## config.mk

```make
export PLATFORM = sky130hd
export DESIGN_NAME = fetch_frontend
export DESIGN_NICKNAME = d
export VERILOG_FILES = /design/src/rtl/fetch_frontend.sv
export SDC_FILE = /design/constraint.sdc
export NUM_CORES = 1
export LEC_CHECK = 0
export CAP_MARGIN = 20
export CORE_UTILIZATION = 26
export CTS_CLUSTER_SIZE = 10
export DETAILED_ROUTE_END_ITERATION = 12
export SETUP_SLACK_MARGIN = 0.4
export SLEW_MARGIN = 30
export SYNTH_ARGS = -nofsm -noshare
export SYNTH_HDL_FRONTEND = slang
export SYNTH_SLANG_ARGS = --single-unit
```

## constraint.sdc

```tcl
create_clock -name clk -period 4.2 [get_ports clk]
set_input_delay 1.26 -clock clk [delete_from_list [all_inputs] [get_ports clk]]
set_output_delay 1.26 -clock clk [all_outputs]
set_load 0.005 [all_outputs]
```

## src/rtl/fetch_frontend.sv

```systemverilog
// Purpose: sequential instruction fetch with several reads in flight, buffering {pc, instr} for decode.
// Latency: a response captured at edge t is presented on dec_* after edge t (no bypass into decode).
// Backpressure: reads issue only while FIFO + in-flight + drop credits < DEPTH; responses are never stalled.
module fetch_frontend #(
    parameter int              XLEN         = 32,
    parameter int              DEPTH        = 4,
    parameter logic [XLEN-1:0] RESET_VECTOR = '0
) (
    input  logic                   clk,
    input  logic                   rst,
    input  logic                   hold,
    input  logic                   redirect_valid,
    input  logic [XLEN-1:0]        redirect_pc,
    output logic                   mem_req_valid,
    output logic [XLEN-1:0]        mem_req_addr,
    input  logic                   mem_req_accept,
    input  logic                   mem_rsp_valid,
    input  logic [XLEN-1:0]        mem_rsp_addr,
    input  logic [XLEN-1:0]        mem_rsp_data,
    output logic                   dec_valid,
    input  logic                   dec_ready,
    output logic [XLEN-1:0]        dec_pc,
    output logic [XLEN-1:0]        dec_instr,
    output logic [$clog2(DEPTH):0] occupancy,
    output logic [$clog2(DEPTH):0] inflight
);

    localparam int AW = $clog2(DEPTH);
    localparam int CW = AW + 1;
    // Wide enough that the sum of three counters cannot wrap.
    localparam int SW = CW + 2;

    typedef struct packed {
        logic [XLEN-1:0] pc;
        logic [XLEN-1:0] instr;
    } entry_t;

    entry_t          fifo_mem [DEPTH];
    logic [AW-1:0]   wr_ptr;
    logic [AW-1:0]   rd_ptr;
    logic [CW-1:0]   occ_q;
    logic [CW-1:0]   infl_q;
    logic [CW-1:0]   drop_q;
    logic [XLEN-1:0] fetch_pc;

    logic [CW-1:0]   occ_n;
    logic [CW-1:0]   infl_n;
    logic [CW-1:0]   drop_n;
    logic [XLEN-1:0] pc_n;
    logic [SW-1:0]   credit_used;
    logic            req_fire;
    logic            rsp_drop;
    logic            rsp_live;
    logic            push;
    logic            pop;

    // Low address bits of a redirect target are forced to zero and never read.
    logic unused_redirect_lsbs;
    assign unused_redirect_lsbs = ^redirect_pc[1:0];

    assign credit_used   = SW'(occ_q) + SW'(infl_q) + SW'(drop_q);
    assign mem_req_valid = ~rst & ~hold & ~redirect_valid & (credit_used < SW'(DEPTH));
    assign mem_req_addr  = fetch_pc;
    assign req_fire      = mem_req_valid & mem_req_accept;

    // Stale responses are consumed first; a response with no credit at all is ignored.
    assign rsp_drop = mem_rsp_valid & (drop_q != '0);
    assign rsp_live = mem_rsp_valid & (drop_q == '0) & (infl_q != '0);
    assign push     = rsp_live;

    assign dec_valid = (occ_q != '0) & ~hold;
    assign pop       = dec_valid & dec_ready;
    assign dec_pc    = fifo_mem[rd_ptr].pc;
    assign dec_instr = fifo_mem[rd_ptr].instr;
    assign occupancy = occ_q;
    assign inflight  = infl_q;

    // Next-state for fetch PC and the three credit counters; redirect flushes and converts in-flight to drop.
    always_comb begin
        occ_n  = occ_q;
        infl_n = infl_q;
        drop_n = drop_q;
        pc_n   = fetch_pc;
        if (redirect_valid) begin
            occ_n  = '0;
            infl_n = '0;
            drop_n = drop_q + infl_q - CW'(rsp_drop | rsp_live);
            pc_n   = {redirect_pc[XLEN-1:2], 2'b00};
        end else begin
            if (req_fire) begin
                pc_n = fetch_pc + XLEN'(4);
            end
            infl_n = infl_q + CW'(req_fire) - CW'(rsp_live);
            drop_n = drop_q - CW'(rsp_drop);
            occ_n  = occ_q + CW'(push) - CW'(pop);
        end
    end

    // Control state: counters, pointers and fetch PC; reset and redirect both empty the FIFO.
    always_ff @(posedge clk) begin
        if (rst) begin
            fetch_pc <= RESET_VECTOR;
            occ_q    <= '0;
            infl_q   <= '0;
            drop_q   <= '0;
            wr_ptr   <= '0;
            rd_ptr   <= '0;
        end else begin
            fetch_pc <= pc_n;
            occ_q    <= occ_n;
            infl_q   <= infl_n;
            drop_q   <= drop_n;
            if (redirect_valid) begin
                wr_ptr <= '0;
                rd_ptr <= '0;
            end else begin
                if (push) begin
                    wr_ptr <= wr_ptr + AW'(1);
                end
                if (pop) begin
                    rd_ptr <= rd_ptr + AW'(1);
                end
            end
        end
    end

    // FIFO storage; a push in a reset or redirect cycle is discarded with the rest of the contents.
    always_ff @(posedge clk) begin
        if (push && !rst && !redirect_valid) begin
            fifo_mem[wr_ptr] <= '{pc: mem_rsp_addr, instr: mem_rsp_data};
        end
    end

    rsp_without_credit: assert property (@(posedge clk) disable iff (rst)
        mem_rsp_valid |-> (drop_q != '0 || infl_q != '0));

    counters_bounded: assert property (@(posedge clk) disable iff (rst)
        (occ_q <= CW'(DEPTH)) && (infl_q <= CW'(DEPTH)) && (drop_q <= CW'(DEPTH)));

endmodule

```

==> qor.yml, run 1 <==
yosys-top-cells-area: "edfxtp_1 63%, mux4_2 12%, dfxtp_1 7.4%"
ys_seq_area_share_pct: 70.7
drcViolationCount: 0
yosys.area.top_type: "edfxtp_1"
cp_max_fo: 2
ctsHoldBuffers: 0
netlist_instances: 696
clkLatencyLatePin_ns: 0.54
grtUsageTotal_pct: 12.4
clk_pin_slew_ns: 0.06
numCtsBuffers: 38
antenna_found_initial: 3
rows: 78
most-common-layout-cells: "256 x edfxtp_1, 201 x clkdlybuf4s50_1, 64 x mux4_2"
vdd_drop_max_mv: 0.332
power_density_mw_per_mm2: 414
finalSetupTns_ns: 0
synth_cell_types: 59
leakage_nw: 5.26
setup_viol: 0
drive_gt1_share_pct: 20.8
ant_nets: 0
yosys.area_share.simple_pct: 7.24
io_buffer_count: 202
cts_max_level: 2
first_iter_violations: 354
gp_congestion: 0.763
grt_overflow: 0
area_growth_pct: 35.7
synth_compound_area_share_pct: 4.50
cap_violations: 0
wire_per_inst_microns: 19.1
synth_top_family_by_area: "multiplexers"
start_util_pct: 26.5
grt_setup_unrepaired: "yes"
hold_viol_final: 0
finalCriticalPeriod_ns: 3.77
critical_path_class: "reg -> out"
die-area_sq_mm: 0.0476
die_h_microns: 218
yosysWarnings: 0
tightestPinTransition_ns: 0.538
synth-xor-area-share_pct: 0.721
dp_slack_ns: 0.270
end_kind: "output pin"
synthMuxAreaShare_pct: 12.1
ys_ff_latch: 301
postLayoutCellArea_sq_mm: 0.0165
cts-root-buf: "clkbuf_16"
async_flop_share_pct: 0
ios: 207
first_global_vias: 7491
drt_first_pass_iters: 4
worst_slew_margin_rel_pct: 64.0
skew_ns: 0.0133
die_w_microns: 218
grt_max_degree: 65
hpwl_mm: 18.0
wirelength_mm: 29.8
period_share_pct: 89.7
grt_pass1_wl_mm: 44.6
avgSynthCellArea_sq_um: 17.5
final_common_cell: "edfxtp_1"
vias_per_cell: 4.57
core_sq_mm: 0.0458
synth_adder_area_share_pct: 2.64
clock-sinks: 301
synthFlopType: "edfxtp_1"
ctsLongestPathBuffers: 3
fmax_mhz: 265
required_ns: 2.94
syn_area_sq_mm: 0.0121
cts_tree: "yes"
synth_edf_count: 256
drv_slew: 0
hold_class: "reg -> reg"
placed_area_sq_mm: 0.0151
nets: 1072
status: "complete, no violations"
synth_top_area_share_pct: 63.3
worst_slack_ns: 0.431
cp.arrival_ns: 2.51
crit_path_start_kind: "flip-flop"
num_vias: 7142
-- flip-flops by register name (all words and copies together) (netlist names), named ones only --
name	cells
fifo_mem	256
mem_req_addr	30
drop_q	3
inflight	3
occupancy	3
rd_ptr	2
wr_ptr	2
-- metal layers --
| metal | wire length [microns] | up-vias | track usage, % | share of wire [%] |
|---|---|---|---|---|
| met5 | 20 | - | 0 | 0.067 |
| met4 | 589 | 4 | 4.50 | 2.0 |
| met3 | 2450 | 42 | 4.01 | 8.2 |
| met2 | 14000 | 212 | 19.9 | 47 |
| met1 | 12700 | 3603 | 15.6 | 43 |
| li1 | - | 3281 | - | - |
-- per-stage QoR --
step           util, %  hold slack [ns]  std cells  total power, mW
2_1_floorplan        -            0.485        697             3.53
3_3_place_gp      32.9            0.504       1488             3.73
3_5_place_dp      32.9            0.510       1488             3.74
4_1_cts           35.9            0.520       1557             6.92
5_1_grt           36.0            0.543       1561             7.07
6_report          36.0            0.519       1562             6.83
-- path summary, 6_finish.rpt --
kind / startpoint / to / slack (ns) / cells after the start
min reg2reg: mem_req_addr[20]$_SDFFE_PP0P_ / mem_req_addr[20]$_SDFFE_PP0P_ / 0.52 / 2
max reg2reg: occupancy[1]$_SDFF_PP0_ / inflight[2]$_SDFF_PP0_ / 0.65 / 17
min: mem_req_addr[20]$_SDFFE_PP0P_ / mem_req_addr[20]$_SDFFE_PP0P_ / 0.52 / 2
max: occupancy[1]$_SDFF_PP0_ / mem_req_valid / 0.43 / 8
-- repair_timing --
item | in CTS | in global routing
setup endpoints to repair | 48 | 4
pin swaps | 5 | 6
buffers inserted | 15 | 4
hold endpoints to repair | 0 | 0
resized for setup | 19 | 8
-- synthesized netlist by cell type (4+ instances only) --
library cell	n
inv_1	24
ha_1	16
or4_1	7
xnor2_1	8
o22ai_1	7
nand2b_1	7
o21ai_0	7
nor4_1	7
and3_1	6
nand4_1	12
clkbuf_1	21
buf_2	11
nand2_1	39
nand3_1	10
a21oi_1	24
nor3_1	16
a31oi_1	8
nor2_1	21
mux4_2	64
or2_2	4
edfxtp_1	256
dfxtp_1	45
fa_1	6
o31a_1	4
o311ai_0	5
-- cell type report --
cell class,instances,area [sq um]
fill,4295,29300
clock inverter,7,138
sequential,301,8610
tap,600,751
antenna,1,2.50
clock buffer,47,1030
multi-input combinational,336,3370
timing repair buffer,245,2490
inverter,25,96.3
-- worst max-delay path, cell delays in order, from the launching register on --
cell	delay, ns
dfxtp_2	0.33
inv_2	0.05
fa_2	0.58
nor2_2	0.05
fa_2	0.37
nor2b_4	0.14
o32a_1	0.18
and3_1	0.17
buf_2	0.12
-- power breakdown --
| group | internal (mW) | total [mW] | switching [mW] | leakage, nW |
|---|---|---|---|---|
| combinational | 0.224 | 0.403 | 0.180 | 2.01 |
| sequential | 3.27 | 3.31 | 0.0396 | 2.67 |
| clock | 1.95 | 3.11 | 1.17 | 0.569 |
-- cell families (layout without fill, tap and decap cells) --
| logic type | Yosys count | after routing |
|---|---|---|
| flip-flops | 301 | 301 |
| adder cells (fa/ha/maj) | 22 | 22 |
| XOR/XNOR | 10 | 10 |
| AO/OA/AOI/OAI | 79 | 79 |
| buffers and inverters | 60 | 324 |
| AND/OR/NAND/NOR | 156 | 156 |
| multiplexers | 67 | 67 |
| other | 1 | 3 |
(Power assumes the default switching activity.)
==> inputs of run 2 (changes only) <==
--- a/config.mk
+++ b/config.mk
@@ -9,6 +9,7 @@
 export CORE_UTILIZATION = 26
 export CTS_CLUSTER_SIZE = 10
 export DETAILED_ROUTE_END_ITERATION = 12
+export GPL_TIMING_DRIVEN = 0
 export SETUP_SLACK_MARGIN = 0.4
 export SLEW_MARGIN = 30
 export SYNTH_ARGS = -nofsm -noshare
==> constraint.sdc (replaced) <==
create_clock -name clk -period 3.7 [get_ports clk]
set_input_delay 1.11 -clock clk [delete_from_list [all_inputs] [get_ports clk]]
set_output_delay 1.11 -clock clk [all_outputs]
set_load 0.005 [all_outputs]
==> run 2 against run 1 <==
The run now ends with negative setup slack left. Clock skew is 0.00071 ns higher. Via count rose by 3.9%. Combinational power up 18%. Sequential power up 14%. Setup slack got worse by 0.46 ns. Total power rose by 10%. Critical path depth grew 1. Register-to-register slack got worse by 0.51 ns. Largest cell class unchanged. Largest power group unchanged.
==> qor.yml, run 2 (synthesized netlist as in run 1, its figures left out) <==
most-common-layout-cells: "256 x edfxtp_1, 137 x clkdlybuf4s50_1, 64 x mux4_2"
cp_max_fo: 2  # unchanged
clk_pin_slew_ns: 0.05  # about the same
dp_slack_ns: -0.568  # -0.838 ns
ctsHoldBuffers: 0  # unchanged
first_iter_violations: 487  # +38%
power_mw: 7.52  # +10%
first_global_vias: 7833  # +4.6%
tightestPinTransition_ns: 0.831  # +0.293 ns
crit_path_start_kind: "flip-flop"
path_cells: "inv_2, fa_2, nor2_2, fa_2, nor2b_4, o32a_1, buf_6, and3_4, buf_6"
skew_ns: 0.0140  # +0.000706 ns
drive_gt1_share_pct: 25.5  # +4.7 points
status: "complete, but fails checks"
finalSetupTns_ns: -0.0341  # -0.0341 ns
critPathMaxStageDelay_ns: 0.58  # about the same
setup_viol: 1  # +1
final_common_cell: "edfxtp_1"
finalCriticalPeriod_ns: 3.73
grt_overflow: 0  # unchanged
gp_congestion: 0.845  # +11%
cap_violations: 0  # unchanged
io_buffer_count: 202  # unchanged
numCtsBuffers: 38  # unchanged
end_kind: "output pin"
required_ns: 2.59  # -0.35 ns
cts-root-buf: "clkbuf_16"
antenna_found_initial: 1  # -2
leakage_nw: 5.50  # +4.7%
grt_max_degree: 28  # -57%
critical_path_class: "reg -> out"
cp.arrival_ns: 2.62  # +0.11 ns
hold_class: "reg -> reg"
die_h_microns: 218  # unchanged
clkLatencyLatePin_ns: 0.53  # about the same
power_density_mw_per_mm2: 448  # +8.3%
drt_first_pass_iters: 5  # +1
slowest_stage: "fa_2"
ctsLongestPathBuffers: 3  # unchanged
start_util_pct: 26.5  # unchanged
area_growth_pct: 38.1
hpwl_mm: 19.7  # +9.4%
die-area_sq_mm: 0.0476  # unchanged
vdd_drop_max_mv: 0.298  # -10%
worst_slew_margin_rel_pct: 44.4  # -20 points
hold_viol_final: 0  # unchanged
worst_hold_slack_ns: 0.526  # +0.00699 ns
drv_slew: 0  # unchanged
grt_pass1_wl_mm: 46.5  # +4.3%
fmax_mhz: 268
largest_reg_flops: 256  # unchanged
ios: 207  # unchanged
num_vias: 7419  # +3.9%
period_share_pct: 101
drcViolationCount: 0  # unchanged
wirelength_mm: 30.5  # +2.5%
violations: "negative setup slack"
vias_per_cell: 4.63  # +1.2%
cts_max_level: 2  # unchanged
diodes: 0  # -1
clock-sinks: 301  # unchanged
worst_slack_ns: -0.0341  # -0.465 ns
core_sq_mm: 0.0458  # unchanged
largest-register: "fifo_mem"
grt_setup_unrepaired: "yes"
die_w_microns: 218  # unchanged
grtUsageTotal_pct: 13.0  # +0.56 points
rows: 78  # unchanged
cts_tree: "yes"
ant_nets: 0  # unchanged
wire_per_inst_microns: 19.1  # -0.14%
nets: 1114  # +3.9%
[run 2: final timing paths]
path                          startpoint                     end  slack (ns)  cells after the start
setup / recovery    drop_q[1]$_SDFF_PP0_           mem_req_valid       -0.03                      9
hold / removal    rd_ptr[1]$_SDFFE_PP0P_  rd_ptr[1]$_SDFFE_PP0P_        0.53                      2
setup reg to reg    drop_q[1]$_SDFF_PP0_  inflight[2]$_SDFF_PP0_        0.14                     18
hold reg to reg   rd_ptr[1]$_SDFFE_PP0P_  rd_ptr[1]$_SDFFE_PP0P_        0.53                      2
[run 2: report_power, final]
group	leakage, nW	switching [mW]	total (mW)	internal, mW
sequential	2.67	0.0493	3.76	3.71
combinational	2.31	0.220	0.477	0.257
clock	0.522	1.30	3.28	1.98
total	5.50	1.57	7.52	5.95
[run 2: through the flow]
stage	instance area [sq um]	instances	util [%]
finish	16800	1603	36.7
global route	16800	1603	36.7
CTS	16700	1600	36.6
detailed placement	15100	1507	33.1
global placement	15000	1499	32.7
floorplan	12200	697	-
[run 2: layout make-up]
cell class                 instances  area [sq um]
buffer                            35           342
clock buffer                      46          1010
clock inverter                     8          70.1
fill                            4279         29000
inverter                          25          96.3
multi-input combinational        336          3440
sequential                       301          8610
tap                              600           751
timing repair buffer             252          2450
[run 2: critical path, delay by kind of cell (launching register included)]
| kind | cells | cell delay [ns] |
|---|---|---|
| compound gates | 1 | 0.18 |
| fa+ha+maj | 2 | 0.95 |
| buf+inv | 3 | 0.28 |
| flops | 1 | 0.33 |
| simple gates | 3 | 0.35 |
[run 2: timing repair]
item / 4_1_cts / 5_1_grt
pin swaps: 10 / 2
setup endpoints to repair: 82 / 22
buffers inserted: 35 / 3
gates cloned: 4 / 0
gates resized for setup: 204 / 20
[run 2: routing by layer]
layer  global-route usage, %  part of all wire, %  vias up
met5                       0                0.036        -
met3                    3.52                  7.2       54
met1                    17.4                   44     3714
li1                        -                    -     3357
met2                    20.3                   46      292
met4                    4.15                  2.3        2
==> inputs of run 3 (changes only) <==
--- a/config.mk
+++ b/config.mk
@@ -6,7 +6,9 @@
 export NUM_CORES = 1
 export LEC_CHECK = 0
 export CAP_MARGIN = 20
+export CORE_MARGIN = 3
 export CORE_UTILIZATION = 26
+export CTS_BUF_LIST = sky130_fd_sc_hd__clkbuf_4 sky130_fd_sc_hd__clkbuf_8
 export CTS_CLUSTER_SIZE = 10
 export DETAILED_ROUTE_END_ITERATION = 12
 export GPL_TIMING_DRIVEN = 0
==> run 3 against run 2 <==
The flow still finishes with violations (negative setup slack). Flip-flop and latch count did not move. Global-route usage fell by 0.12 points. Routed wire length rose by 5.1%. Largest power group unchanged.
==> qor.yml, run 3 (synthesized netlist as in run 1, its figures left out) <==
p_int_mw: 5.49  # -7.7%
first_iter_violations: 483  # -0.82%
wirelength_mm: 32.1  # +5.1%
reg2reg_depth: 17  # -1
hold_depth: 2  # unchanged
pwr-share-clk_pct: 40.3  # -3.4 points
hold_viol_final: 0  # unchanged
most-common-layout-cells: "256 x edfxtp_1, 136 x clkdlybuf4s50_1, 64 x mux4_2"
cts-root-buf: "clkbuf_8"
pwr-share-seq_pct: 52.8  # +2.8 points
period_share_pct: 104  # +2.7 points
die-area_sq_mm: 0.0493  # +3.7%
largest-register: "fifo_mem"
worst_slew_margin_rel_pct: 53.3  # +8.8 points
finalSetupTns_ns: -0.136  # -0.102 ns
cap_violations: 0  # unchanged
grt_pass1_wl_mm: 48.8  # +5.0%
layout.cells.non_filler: 1653  # +3.1%
drv_slew: 0  # unchanged
cts_max_level: 2  # unchanged
antenna_found_initial: 5  # +4
worst_slack_ns: -0.136  # -0.102 ns
first_global_vias: 7924  # +1.2%
gp_congestion: 0.842  # -0.34%
die_h_microns: 222  # +1.8%
power_density_mw_per_mm2: 419  # -6.6%
critPathMaxStageDelay_ns: 0.59  # about the same
cts_tree: "yes"
start_util_pct: 26.5  # unchanged
ctsHoldBuffers: 0  # unchanged
timing.rr.end: "inflight[2]$_SDFF_PP0_"
ios: 207  # unchanged
ant_nets: 0  # unchanged
io_buffer_count: 202  # unchanged
swShare_pct: 22.9  # +2.0 points
core_sq_mm: 0.0458  # unchanged
final_common_cell: "edfxtp_1"
hold_class: "reg -> reg"
drive_gt1_share_pct: 31.6  # +6.0 points
die_w_microns: 222  # +1.8%
crit_path_start_kind: "flip-flop"
end_kind: "output pin"
clock-sinks: 301  # unchanged
slowest_stage: "fa_2"
finalCriticalPeriod_ns: 3.84  # +0.102 ns
nets: 1136  # +2.0%
largest_reg_flops: 256  # unchanged
num_vias: 7547  # +1.7%
drt_first_pass_iters: 5  # unchanged
setup_viol: 1  # unchanged
ff2ff_setup_slack_ns: 0.18  # +0.04 ns
numCtsBuffers: 53  # +39%
clk_pin_slew_ns: 0.06  # about the same
min_from: "mem_req_addr[9]$_SDFFE_PP0P_"
clkLatencyLatePin_ns: 0.61  # +0.08 ns
vdd_drop_max_mv: 0.222  # -26%
cp_max_fo: 2  # unchanged
rows: 78  # unchanged
critical_path_class: "reg -> out"
path_cells: "inv_2, fa_2, nor2_2, fa_2, nor2b_4, o32a_1, buf_6, and3_4, buf_6"
ctsLongestPathBuffers: 3  # unchanged
grtUsageTotal_pct: 12.9  # -0.12 points
drcViolationCount: 0  # unchanged
status: "complete, but fails checks"
dp_cells: 1505  # -0.13%
pwr-share-comb_pct: 6.9  # +0.6 points
fmax_mhz: 261  # -2.6%
grt_max_degree: 38  # +36%
grt_setup_unrepaired: "yes"
p_switching_mw: 1.63  # +3.5%
hold-path-endpoint: "mem_req_addr[9]$_SDFFE_PP0P_"
area_growth_pct: 39.9
vias_per_cell: 4.57  # -1.4%
wire_per_inst_microns: 19.4  # +2.0%
tightestPinTransition_ns: 0.701  # -0.131 ns
hpwl_mm: 20.3  # +2.7%
cp.arrival_ns: 2.73  # +0.11 ns
worstReg2RegStart: "inflight[1]$_SDFF_PP0_"
violations: "negative setup slack"
skew_ns: 0.0227  # +0.00865 ns
leakage_nw: 5.60  # +1.7%
required_ns: 2.59  # about the same
grt_overflow: 0  # unchanged
run 3: metrics by stage:
step                power, mW  hold slack, ns  area [sq um]  utilization, %  setup slack [ns]
floorplan                4.01           0.485         12200               -             0.151
global placement         4.25           0.511         15000            32.7            -0.623
detailed placement       4.26           0.519         15100            33.0            -0.708
CTS                      7.22           0.531         16700            36.5            -0.228
global route             7.45           0.570         17000            37.1            -0.270
finish                   7.12           0.535         17000            37.1            -0.136
run 3: worst max-delay path, delay by kind of cell, from the launching register on:
family / cells / cell delay [ns]
fa+ha+maj: 2 / 0.96
simple gates: 3 / 0.36
flops: 1 / 0.33
buf+inv: 3 / 0.29
compound gates: 1 / 0.18
run 3: power groups by stage:
stage	Sequential (mW)	Combinational [mW]	Clock [mW]
floorplan	3.82	0.192	0
global placement	3.82	0.430	0
detailed placement	3.83	0.437	0
CTS	3.76	0.467	3.00
global route	3.76	0.547	3.14
finish	3.76	0.491	2.87
run 3: worst max-delay path by stage:
stage               slack, ns                        end                    from
global route            -0.27              mem_req_valid    drop_q[2]$_SDFF_PP0_
finish                  -0.14              mem_req_valid    drop_q[1]$_SDFF_PP0_
global placement        -0.62  fifo_mem[1][48]$_DFFE_PP_          redirect_valid
CTS                     -0.23              mem_req_valid    drop_q[1]$_SDFF_PP0_
floorplan                0.15     inflight[2]$_SDFF_PP0_  inflight[1]$_SDFF_PP0_
detailed placement      -0.71     inflight[2]$_SDFF_PP0_          redirect_valid
run 3: final cells by class:
type / count / area [sq um]
inverters: 25 / 101
well taps: 600 / 751
flip-flops and latches: 301 / 8610
diodes: 4 / 10.0
multi-input cells: 336 / 3450
repair buffers: 259 / 2750
clock buffers: 70 / 857
clock inverters: 23 / 126
plain buffers: 35 / 338
fillers: 4313 / 28800
run 3: layer usage:
metal	GRT usage, %	vias to the layer above	part of all wire [%]	routed length [microns]
li1	-	3438	-	-
met4	3.65	6	1.9	602
met1	17.1	3763	43	13800
met5	0	-	0.12	38
met2	20.3	285	47	15000
met3	4.06	55	8.3	2660
run 3: repair_timing:
item	4_1_cts	5_1_grt
setup buffers	34	10
endpoints found under the setup margin	92	57
gates cloned	6	1
resized for setup	348	39
pin swaps	8	4
